$ cat config.mk
export PLATFORM = sky130hd
export DESIGN_NAME = keypad_scan_debounce
export DESIGN_NICKNAME = d
export VERILOG_FILES = /design/src/rtl/keypad_scan_debounce.sv
export SDC_FILE = /design/constraint.sdc
export NUM_CORES = 1
export LEC_CHECK = 0
export ABC_AREA = 1
export CAP_MARGIN = 15
export CELL_PAD_IN_SITES_DETAIL_PLACEMENT = 1
export CELL_PAD_IN_SITES_GLOBAL_PLACEMENT = 1
export CORE_MARGIN = 4
export CORE_UTILIZATION = 26
export DETAILED_ROUTE_END_ITERATION = 8
export GPL_TIMING_DRIVEN = 0
export HOLD_SLACK_MARGIN = 0.03
export PLACE_DENSITY = 0.6
export SLEW_MARGIN = 10
export SYNTH_ARGS = -nofsm -noshare
export SYNTH_HDL_FRONTEND = slang
export SYNTH_SLANG_ARGS = --single-unit
export TNS_END_PERCENT = 1
$ cat constraint.sdc
create_clock -name clk -period 5.5 [get_ports clk]
set_clock_uncertainty 0.2 [all_clocks]
set_input_delay 0.55 -clock clk [delete_from_list [all_inputs] [get_ports clk]]
set_output_delay 0.55 -clock clk [all_outputs]
set_load 0.1 [all_outputs]
$ cat src/rtl/keypad_scan_debounce.sv
// keypad_scan_debounce
//   Drives a 4x4 matrix keypad one column at a time and synchronises the row
//   lines. It debounces both the press and the release, and emits one hex
//   code for each physical key press.
//
// Ports
//   clk        system clock
//   rst        asynchronous reset, active-low
//   fil[3:0]   keypad rows, active-low (4'hF = nothing pressed)
//   col[3:0]   keypad column drive, one-hot active-low
//   key_code   hex code of the last accepted key, held until the next press
//   key_valid  one-cycle pulse, key_code is valid in the same cycle
//   key_held   high from key_valid until the release debounce completes
module keypad_scan_debounce #(
  parameter int SCAN_DIV   = 1000,
  parameter int DEB_CYCLES = 20000
) (
  input  logic       clk,
  input  logic       rst,
  input  logic [3:0] fil,
  output logic [3:0] col,
  output logic [3:0] key_code,
  output logic       key_valid,
  output logic       key_held
);

  localparam int SCAN_W = $clog2(SCAN_DIV);
  localparam int DEB_W  = $clog2(DEB_CYCLES);
  localparam logic [SCAN_W-1:0] SCAN_LAST = SCAN_W'(SCAN_DIV - 1);
  localparam logic [DEB_W-1:0]  DEB_LAST  = DEB_W'(DEB_CYCLES - 1);

  typedef enum logic [1:0] {
    S_SCAN,
    S_DEBOUNCE,
    S_PRESSED,
    S_RELEASE
  } state_t;

  state_t            r_state;
  logic [3:0]        r_sync1;
  logic [3:0]        r_sync2;
  logic [3:0]        r_col;
  logic [3:0]        r_row_pat;
  logic [3:0]        r_key_code;
  logic              r_key_valid;
  logic              r_key_held;
  logic [SCAN_W-1:0] r_scan_cnt;
  logic [DEB_W-1:0]  r_deb_cnt;

  logic       w_one_low;
  logic [1:0] w_row_idx;
  logic [1:0] w_col_idx;
  logic [3:0] w_code;
  logic [3:0] w_col_rot;

  // Two-flop synchroniser. It idles at all-high so that reset looks like "no key".
  always_ff @(posedge clk or negedge rst) begin
    if (!rst) begin
      r_sync1 <= 4'hF;
      r_sync2 <= 4'hF;
    end else begin
      r_sync1 <= fil;
      r_sync2 <= r_sync1;
    end
  end

  // A press counts only when exactly one row is low.
  // Two or more low rows mean ghosting, and the sample is discarded.
  assign w_one_low = ($countones(~r_sync2) == 1);

  assign w_col_rot = {r_col[2:0], r_col[3]};

  always_comb begin
    w_row_idx = 2'd0;
    if (!r_row_pat[1])      w_row_idx = 2'd1;
    else if (!r_row_pat[2]) w_row_idx = 2'd2;
    else if (!r_row_pat[3]) w_row_idx = 2'd3;
  end

  always_comb begin
    unique case (r_col)
      4'b1101: w_col_idx = 2'd1;
      4'b1011: w_col_idx = 2'd2;
      4'b0111: w_col_idx = 2'd3;
      default: w_col_idx = 2'd0;
    endcase
  end

  // Keypad legend: row 3 carries the * and # keys, which are coded E and F.
  always_comb begin
    unique case ({w_row_idx, w_col_idx})
      4'h0: w_code = 4'h1;
      4'h1: w_code = 4'h2;
      4'h2: w_code = 4'h3;
      4'h3: w_code = 4'hA;
      4'h4: w_code = 4'h4;
      4'h5: w_code = 4'h5;
      4'h6: w_code = 4'h6;
      4'h7: w_code = 4'hB;
      4'h8: w_code = 4'h7;
      4'h9: w_code = 4'h8;
      4'hA: w_code = 4'h9;
      4'hB: w_code = 4'hC;
      4'hC: w_code = 4'hE;
      4'hD: w_code = 4'h0;
      4'hE: w_code = 4'hF;
      default: w_code = 4'hD;
    endcase
  end

  always_ff @(posedge clk or negedge rst) begin
    if (!rst) begin
      r_state     <= S_SCAN;
      r_col       <= 4'b1110;
      r_row_pat   <= 4'hF;
      r_key_code  <= 4'h0;
      r_key_valid <= 1'b0;
      r_key_held  <= 1'b0;
      r_scan_cnt  <= '0;
      r_deb_cnt   <= '0;
    end else begin
      r_key_valid <= 1'b0;
      unique case (r_state)
        // Rows are sampled only at the end of a column's dwell time.
        // By then the synchroniser has seen the newly driven column.
        S_SCAN: begin
          if (r_scan_cnt == SCAN_LAST) begin
            r_scan_cnt <= '0;
            if (w_one_low) begin
              r_row_pat <= r_sync2;
              r_deb_cnt <= '0;
              r_state   <= S_DEBOUNCE;
            end else begin
              r_col <= w_col_rot;
            end
          end else begin
            r_scan_cnt <= r_scan_cnt + 1'b1;
          end
        end
        // The column stays frozen. Any deviation from the latched pattern
        // restarts the dwell on the same column.
        S_DEBOUNCE: begin
          if (r_sync2 == r_row_pat) begin
            if (r_deb_cnt == DEB_LAST) r_state <= S_PRESSED;
            else                       r_deb_cnt <= r_deb_cnt + 1'b1;
          end else begin
            r_scan_cnt <= '0;
            r_state    <= S_SCAN;
          end
        end
        S_PRESSED: begin
          r_key_code  <= w_code;
          r_key_valid <= 1'b1;
          r_key_held  <= 1'b1;
          r_deb_cnt   <= '0;
          r_state     <= S_RELEASE;
        end
        // Wait for all rows high for the full debounce time.
        // A second key held meanwhile keeps the count in reset.
        S_RELEASE: begin
          if (r_sync2 == 4'hF) begin
            if (r_deb_cnt == DEB_LAST) begin
              r_key_held <= 1'b0;
              r_scan_cnt <= '0;
              r_col      <= w_col_rot;
              r_state    <= S_SCAN;
            end else begin
              r_deb_cnt <= r_deb_cnt + 1'b1;
            end
          end else begin
            r_deb_cnt <= '0;
          end
        end
        default: r_state <= S_SCAN;
      endcase
    end
  end

  assign col       = r_col;
  assign key_code  = r_key_code;
  assign key_valid = r_key_valid;
  assign key_held  = r_key_held;

endmodule

==> impl_metrics.toml <==
[yosys]
synth_edf_count = 0
ys.flop_type = "dfrtp_1"
yosysWarningCount = 0
synth_seq_cells = 49
synth_top_area_cell = "dfrtp_1"
yosysSeqAreaShare = 0.400
synth_top_area_frac = 0.274
syn_nets = 448
synth.distinct_cells = 35
async_flop_share = 1.00
synthCells = 431
syn_avg_cell_area_um2 = 7.22
netlist_area_um2 = 3110
synthTopCellsByArea = "dfrtp_1, nand2_1, dfstp_2"

[global_routing]
grt_pass1_vias = 2970
grt_overflow = 0
grt_max_degree = 28
antenna_found_initial = 0
gr-usage-all-layers = 0.128
grt_first_pass_wirelength_um = 14800

[setup_path]
cp-start-kind = "flop"
crit_arrival_ps = 2850
worstSetupEndpointType = "flop"
cp.required_ps = 5540
r2r_setup_slack_ps = 2690
path_max_fanout = 10
criticalPathCategory = "reg2reg"

[power]
p_per_area_nw_per_um2 = 201
switching_share = 0.244
seq_power_share = 0.506
power_uw = 726
intPower_uw = 550
vdd_drop_max_mv = 0.125
combPwrFrac = 0.035
p_switching_uw = 177
p_leak_uw = 0.00166
pwr-share-clk = 0.458

[placed_design]
detailed_place_hpwl_um = 6300
gp_congestion = 0.860
pre_cts_ws_ps = 2680
place_inst = 590
io_buffers = 15

[flow_run]
cap_violations = 0

[cells_and_area]
layout_common_cells = "nand2_1, inv_1, nor2_1, nand3_1, dfrtp_1"
finalNonFillerCells = 598
num-nets-final = 471
drive_gt1_frac = 0.134
layout_commonest_cell = "nand2_1"
syn_to_final_growth_pct = 16.0
num_antenna_cells = 0

[sta]
setup_tns_ps = 0
worstMarginPinSlew_ps = 976
fmax_ghz = 0.356
hold_violations = 0
slew_headroom = 0.347
fin_crit_sh = 0.511
setup_viol = 0
slew_violations = 0
fin_crit_ps = 2810
fin_ws_ps = 2690
rsz0062_at_grt = "no"

[clock_network]
clockBufferDepth = 2
path_clk_slew_ps = 80
htreeDepth = 2
cts_buffers = 5
cts_hold_buf = 0
post_cts_buffers = 0
clkSinkCount = 49
ctsRootBufferMaster = "clkbuf_16"
cts_tree = "built"
cts.repair.resized = 0
clk_latency_ps = 300

[route]
routed-wl-met3_um = 245
ant_nets = 0
route.detailed.drc = 0
top_layer_used = "met4"
drt_pass1_iterations = 4
drt_iter0_markers = 83
wl_per_cell_um = 14.0
wl_um = 8360
num_vias = 2857
viasPerCell = 4.78
met1_length_um = 4160
met2WireLength_um = 3880

[die]
die_w_um = 117
dieArea_um2 = 13800
start_util = 0.269
die_h_um = 117
coreArea_um2 = 11600
pin_count = 16
fp-row-count = 39

[hold_path]
hold_class = "in2async"

[outcome]
status = "complete, no violations"
[kinds of logic after synthesis]
| kind of cell | share of synthesized area |
|---|---|
| compound gates | 0.0937 |
| xor+xnor | 0.0113 |
| fa+ha+maj | 0.0467 |
| buf+inv | 0.0821 |
| flops | 0.400 |
| simple gates | 0.366 |
[cells in the mapped netlist (7+ instances only)]
master	n
o21ai_1	13
dfstp_2	15
inv_1	47
inv_2	11
nand3_1	34
nor2_1	38
nor2_2	7
nand4_1	23
a21oi_1	11
o21ai_0	12
ha_1	10
dfrtp_1	34
nand2_1	135
[critical path, cell delays in order (launching register included)]
cell and delay (ps):
dfstp_2 570, fa_1 410, inv_1 70, ha_1 140, ha_1 240, nor3_1 230, nand4_1 160, nand2_2 150
nand2_1 110, inv_2 120, buf_4 200, nand2_1 80, nand2_1 50
[stage by stage]
step	utilization	hold WS [ps]	cell area, um2
3_3_place_gp	0.297	146	3440
6_report	0.312	41.5	3610
4_1_cts	0.312	58.4	3610
2_1_floorplan	-	54.4	3110
3_5_place_dp	0.299	147	3450
5_1_grt	0.312	76.3	3610
[state kept, by name (all words and copies together), names as in the netlist, named ones only]
name / count
col: 4
key_code: 4
key_held: 1
key_valid: 1
r_deb_cnt: 15
r_row_pat: 4
r_scan_cnt: 10
r_state: 1
r_sync1: 4
r_sync2: 4
[power by group through the flow]
| stage | clock, uW | sequential (uW) | combinational (uW) |
|---|---|---|---|
| final | 333 | 368 | 25.7 |
| after global routing | 361 | 368 | 31.2 |
| after CTS | 347 | 368 | 27.1 |
| after detailed placement | 0 | 375 | 26.6 |
| after global placement | 0 | 375 | 24.7 |
| after floorplan | 0 | 374 | 10.7 |
[layer usage]
metal  track usage  up-vias
li1              -     1448
met4        0.0345        0
met1         0.177     1374
met3        0.0221        7
met5             0        -
met2         0.209       28
[cell type report]
| cell class | instances | area, um2 |
|---|---|---|
| buffer | 6 | 37.5 |
| multi-input combinational | 318 | 1610 |
| sequential | 49 | 1240 |
| timing repair buffer | 16 | 165 |
| clock buffer | 5 | 125 |
| fill | 1431 | 7960 |
| tap | 143 | 179 |
| inverter | 58 | 218 |
| clock inverter | 3 | 28.8 |
[final timing paths]
check                                      from                        to  cells past startpoint
max                        r_sync2[1]$_DFF_PN1_  r_deb_cnt[9]$_DFFE_PN0P_                     12
min                                         rst   key_code[2]$_DFFE_PN0P_                      1
max reg2reg                r_sync2[1]$_DFF_PN1_  r_deb_cnt[9]$_DFFE_PN0P_                     12
min reg2reg                r_sync1[2]$_DFF_PN1_      r_sync2[2]$_DFF_PN1_                      0
max in group asynchronous                   rst        col[3]$_DFFE_PN1P_                      2
min in group clk           r_sync1[2]$_DFF_PN1_      r_sync2[2]$_DFF_PN1_                      0
No activity file was read; power rests on OpenSTA's default activity.
